**config.mk**
```make
export PLATFORM = sky130hd
export DESIGN_NAME = switch_input_buffer
export DESIGN_NICKNAME = d
export VERILOG_FILES = /design/src/rtl/switch_input_buffer.sv
export SDC_FILE = /design/constraint.sdc
export NUM_CORES = 1
export LEC_CHECK = 0
export ABC_AREA = 1
export BUFFER_PORTS_ARGS = -buffer_cell sky130_fd_sc_hd__buf_2
export CORE_MARGIN = 2
export CORE_UTILIZATION = 36
export DETAILED_ROUTE_END_ITERATION = 12
export GPL_TIMING_DRIVEN = 0
export MAX_ROUTING_LAYER = met4
export PLACE_DENSITY = 0.58
export SLEW_MARGIN = 15
export SYNTH_ARGS = -nofsm -noshare
export SYNTH_HDL_FRONTEND = slang
export SYNTH_SLANG_ARGS = --single-unit
```
**constraint.sdc**
```tcl
create_clock -name clk -period 3.5 [get_ports clk]
set_input_delay 0.875 -clock clk [delete_from_list [all_inputs] [get_ports clk]]
set_output_delay 0.875 -clock clk [all_outputs]
set_load 0.03 [all_outputs]
```
**src/rtl/switch_input_buffer.sv**
```systemverilog
// -----------------------------------------------------------------------------
// switch_input_buffer
//
// Input side of one overlay switch port. Accepts a valid/ready stream from a
// neighbouring switch or PE, buffers it in a small FIFO and presents the head
// word to the five output muxes of the same switch (eager fork). The head is
// popped only once every output that claims this input (sel) has taken it.
// Outputs may take the word in different cycles.
//
// Ports:
//   clk        clock, rising edge
//   rst_n      asynchronous active-low reset
//   in_data    upstream payload
//   in_valid   upstream word valid
//   in_ready   buffer can accept a word (from the count register only)
//   sel        claim lines from output muxes {S,W,E,N,NW}
//   dn_ready   per-output downstream ready, same order as sel
//   out_data   head-of-FIFO payload (zero when empty)
//   out_valid  per-output valid
//   count      FIFO occupancy
//   stall_cnt  (SWITCH_IN_STALL_CNT_EN only) saturating count of cycles
//              with a head word that did not pop
//
// Optional feature macro: SWITCH_IN_STALL_CNT_EN
// -----------------------------------------------------------------------------

// Per-output fork lane: tracks whether this output has already taken the
// current head word.
module switch_input_buffer_lane (
  input  logic clk,
  input  logic rst_n,
  input  logic nonempty_i,
  input  logic sel_i,
  input  logic dn_ready_i,
  input  logic pop_i,
  output logic out_valid_o,
  output logic done_o
);
  logic taken_q, taken_d;
  logic fire;

  always_comb begin
    out_valid_o = nonempty_i & sel_i & ~taken_q;
    fire        = out_valid_o & dn_ready_i;
    // A dropped sel bit counts as done even if its stale taken bit is set.
    done_o      = ~sel_i | taken_q | fire;
    taken_d     = pop_i ? 1'b0 : (taken_q | fire);
  end

  always_ff @(posedge clk or negedge rst_n) begin
    if (!rst_n) taken_q <= 1'b0;
    else        taken_q <= taken_d;
  end
endmodule

module switch_input_buffer #(
  parameter int DATA_W = 32,
  parameter int DEPTH  = 2,
  parameter int CNT_W  = 2
) (
  input  logic              clk,
  input  logic              rst_n,
  input  logic [DATA_W-1:0] in_data,
  input  logic              in_valid,
  output logic              in_ready,
  input  logic [4:0]        sel,
  input  logic [4:0]        dn_ready,
  output logic [DATA_W-1:0] out_data,
  output logic [4:0]        out_valid,
`ifdef SWITCH_IN_STALL_CNT_EN
  output logic [15:0]       stall_cnt,
`endif
  output logic [CNT_W-1:0]  count
);
  localparam int NUM_LANES = 5;
  localparam int PTR_W     = (DEPTH > 1) ? $clog2(DEPTH) : 1;

  if (CNT_W != $clog2(DEPTH) + 1) begin : g_bad_cnt_w
    $error("switch_input_buffer: CNT_W must equal log2(DEPTH)+1");
  end
  if ((DEPTH < 2) || ((DEPTH & (DEPTH - 1)) != 0)) begin : g_bad_depth
    $error("switch_input_buffer: DEPTH must be a power of two >= 2");
  end

  logic [DEPTH-1:0][DATA_W-1:0] mem_q;
  logic [PTR_W-1:0]             wr_ptr_q, wr_ptr_d;
  logic [PTR_W-1:0]             rd_ptr_q, rd_ptr_d;
  logic [CNT_W-1:0]             count_q, count_d;

  logic                 empty, push, pop;
  logic [NUM_LANES-1:0] done;

  // in_ready looks only at the registered count, so a pop while full does
  // not re-open the input until the following cycle.
  assign empty    = (count_q == '0);
  assign in_ready = (count_q != CNT_W'(DEPTH));
  assign push     = in_valid & in_ready;
  assign pop      = ~empty & (sel != '0) & (&done);
  assign count    = count_q;
  assign out_data = empty ? '0 : mem_q[rd_ptr_q];

  for (genvar i = 0; i < NUM_LANES; i++) begin : g_lane
    switch_input_buffer_lane u_lane (
      .clk         (clk),
      .rst_n       (rst_n),
      .nonempty_i  (~empty),
      .sel_i       (sel[i]),
      .dn_ready_i  (dn_ready[i]),
      .pop_i       (pop),
      .out_valid_o (out_valid[i]),
      .done_o      (done[i])
    );
  end

  always_comb begin
    wr_ptr_d = wr_ptr_q;
    rd_ptr_d = rd_ptr_q;
    count_d  = count_q;
    // DEPTH is a power of two, so pointers wrap naturally.
    if (push) wr_ptr_d = wr_ptr_q + PTR_W'(1);
    if (pop)  rd_ptr_d = rd_ptr_q + PTR_W'(1);
    case ({push, pop})
      2'b10:   count_d = count_q + CNT_W'(1);
      2'b01:   count_d = count_q - CNT_W'(1);
      default: count_d = count_q;
    endcase
  end

  always_ff @(posedge clk or negedge rst_n) begin
    if (!rst_n) begin
      wr_ptr_q <= '0;
      rd_ptr_q <= '0;
      count_q  <= '0;
    end else begin
      wr_ptr_q <= wr_ptr_d;
      rd_ptr_q <= rd_ptr_d;
      count_q  <= count_d;
    end
  end

  // Payload storage carries no reset; out_data is masked while empty.
  always_ff @(posedge clk) begin
    if (push) mem_q[wr_ptr_q] <= in_data;
  end

`ifdef SWITCH_IN_STALL_CNT_EN
  logic [15:0] stall_q, stall_d;

  always_comb begin
    stall_d = stall_q;
    if (~empty & ~pop & (stall_q != 16'hFFFF)) stall_d = stall_q + 16'd1;
  end

  always_ff @(posedge clk or negedge rst_n) begin
    if (!rst_n) stall_q <= '0;
    else        stall_q <= stall_d;
  end

  assign stall_cnt = stall_q;
`endif
endmodule
```
==> summary.txt <==
Synth
  • Mapped Nets: 293
  • Post-synthesis sequential area ratio: 72.2%
  • Synth unique cells: 22
  • Cell taking the most area after synthesis: edfxtp_1
  • Mapped Avg Cell Area: 12.0 µm²
  • Post-Syn Instances: 247
  • EDFF count, synth: 64
  • Post-synth top cells: nand2_1 (69), edfxtp_1 (64), a21oi_1 (40), inv_1 (13)
  • Primary FF master, synth: edfxtp_1
  • FFs w/ async S/R, synth: 12.3%
  • FF+latch count, synth: 73
  • Synth warnings: 0
  • Synth top area cells: edfxtp_1 (65%), nand2_1 (8.7%), dfrtp_1 (7.6%)
  • Top-count cell post-synth: nand2_1
  • Share of the synthesized area in the top cell type: 64.6%
  • Syn Std Cell Area: 2970 µm²

Timing
  • Post-route setup slack: 0.874 ns
  • Least-Margin Pin Slew: 0.598 ns
  • Clock Skew: 0.0111 ns
  • Max Clock Freq: 0.381 GHz
  • Slew Limit Fails: 0
  • Tmin final: 2.63 ns
  • Unrepaired setup endpoints after global routing: no
  • Final setup vio count: 0
  • Fin. Hold Viols: 0
  • Final period util: 75.0%
  • Slew margin rel.: 60.0%

Critical path
  • Worst R2R End: count[1]$_DFFE_PN0P_
  • Worst Path Required: 2.62 ns
  • Worst-path maximum fanout: 10
  • R2r worst-path depth: 10
  • Critical Path Source Type: flip-flop
  • R2R Setup Slk: 1.60 ns
  • Crit end category: primary output
  • Crit Path Category: reg -> out
  • Worst r2r src: count[0]$_DFFE_PN0P_
  • Critical path arrival: 1.75 ns

Placement
  • Dpl ws: 0.912 ns
  • PortBufs: 84
  • HPWL Detailed: 4020 µm
  • Post-Place Cell Area: 3600 µm²
  • GPL Wtd Cong: 0.689

Routing
  • WL final: 5940 µm
  • Initial DRC count: 75
  • TritonRoute pass-1 iters: 4
  • Wirelength per Cell: 13.1 µm
  • Via count: 2009
  • Antenna viol nets, final: 0
  • Residual DRC: 0
  • DR vias/cell: 4.43

Pwr
  • PD cells: 962 nW/µm²
  • Tot Pwr: 0.00363 W
  • Leak: 1.60 nW
  • Max VDD drop: 0.000326 V

Global routing
  • Largest net degree at the start of global routing: 19
  • Initial antenna violation count: 0
  • Total GRT Usage: 14.6%
  • Vias in the first global route: 1893
  • First-pass GRT wire length: 9140 µm
  • Total grt overflow: 0

Clock tree
  • Cts bufs inserted: 9
  • CTS root buf: clkbuf_8
  • CTS tree: done
  • H-tree depth: 3
  • CTS Hold Bufs: 0
  • Post-CTS Setup Inserts: 0
  • Worst-path clk slew: 0.07 ns
  • Clk_lat worst skew: 0.34 ns
  • Post-cts sizing count: 0
  • Sink Count: 73
  • CTS Buffer Depth: 2

Finish
  • Final Instance Area: 3770 µm²
  • Filler cell count: 781
  • Area growth syn-to-layout: 26.9%
  • Fin nets: 390
  • Ant diodes: 0
  • Share of layout cells above drive strength 1: 36.7%
  • Final core utilization: 46.6%

Outcome
  • Status: completed

Worst hold path
  • Worst hold-check path type: in -> async

Flow run
  • Max-cap viol count: 0

Floorplanning
  • Starting Density: 36.8%
  • Die width: 94.9 µm
  • Io pins: 85
  • DIE HEIGHT: 94.9 µm
  • Die area: 9000 µm²
  • Core area: 8090 µm²
  • Rows: 33
where the power goes:
part	switching, W	internal (W)
clock network	0.000282	0.000321
logic	0.00123	0.000520
registers	0.0000786	0.00120
cells in the final DEF (no fill, tap or decap), drive strengths merged:
| master | synthesis | final |
|---|---|---|
| inv | 14 | 14 |
| xnor2 | 1 | 1 |
| or2 | 2 | 2 |
| clkinv | 0 | 4 |
| bufinv | 0 | 1 |
| edfxtp | 64 | 64 |
| xor2 | 1 | 1 |
| nand3 | 2 | 2 |
| nand2 | 71 | 71 |
| clkbuf | 3 | 14 |
| o21ai | 6 | 6 |
| ha | 1 | 1 |
| dfrtp | 9 | 9 |
| nor3 | 4 | 4 |
| buf | 13 | 99 |
| a21oi | 40 | 40 |
| nor2 | 16 | 16 |
sequential cells by signal, summed over array words and instances (netlist names):
signal	flops
mem_q	64
g_lane.u_lane.taken_q	5
count	2
rd_ptr_q	1
wr_ptr_q	1
final cells by class:
class | instances | area [µm²] | area share, %
plain buffers | 16 | 95.1 | 2.52
clock buffers | 11 | 131 | 3.48
clock inverters | 5 | 46.3 | 1.23
inverters | 14 | 55.1 | 1.46
multi-input cells | 144 | 692 | 18.3
flip-flops and latches | 73 | 2150 | 56.9
well taps | 105 | 131 | 3.48
repair buffers | 86 | 475 | 12.6
routing by layer:
metal	global-route usage, %	share of wire (%)	wire, µm
met3	4.55	5.4	319
met4	6.88	1.6	97
met1	16.4	43	2550
met2	23.7	50	2980
met5	-	0	0
how the worst max path moves through the flow:
stage	from	end	depth (start not counted)
6_report	rd_ptr_q$_DFFE_PN0N_	out_data[24]	5
5_1_grt	rd_ptr_q$_DFFE_PN0N_	out_data[22]	5
4_1_cts	rd_ptr_q$_DFFE_PN0N_	out_data[24]	5
3_5_place_dp	sel[2]	out_valid[2]	6
3_3_place_gp	in_valid	mem_q[48]$_DFFE_PP_	3
2_1_floorplan	count[0]$_DFFE_PN0P_	mem_q[32]$_DFFE_PP_	3
worst max-delay path, stage by stage (launching register included):
cell and delay [ns]:
dfrtp_1 0.31, buf_2 0.17, clkbuf_1 0.43, nand2_1 0.10, a21oi_1 0.18, buf_2 0.22
stage by stage:
step           TNS, ns  cells  hold WS [ns]
4_1_cts              0    454         0.364
6_report             0    454         0.371
3_3_place_gp    -14.36    436         0.495
3_5_place_dp         0    438         0.494
2_1_floorplan        0    247         0.476
5_1_grt              0    454         0.369
cells by family after synthesis:
| logic type | after synthesis | share of synthesized area (%) |
|---|---|---|
| adder cells (fa/ha/maj) | 1 | 0.421 |
| AO/OA/AOI/OAI | 46 | 7.74 |
| buffers and inverters | 30 | 5.05 |
| XOR/XNOR | 2 | 0.589 |
| AND/OR/NAND/NOR | 95 | 14.0 |
| flip-flops | 73 | 72.2 |
(Power assumes the default switching activity.)
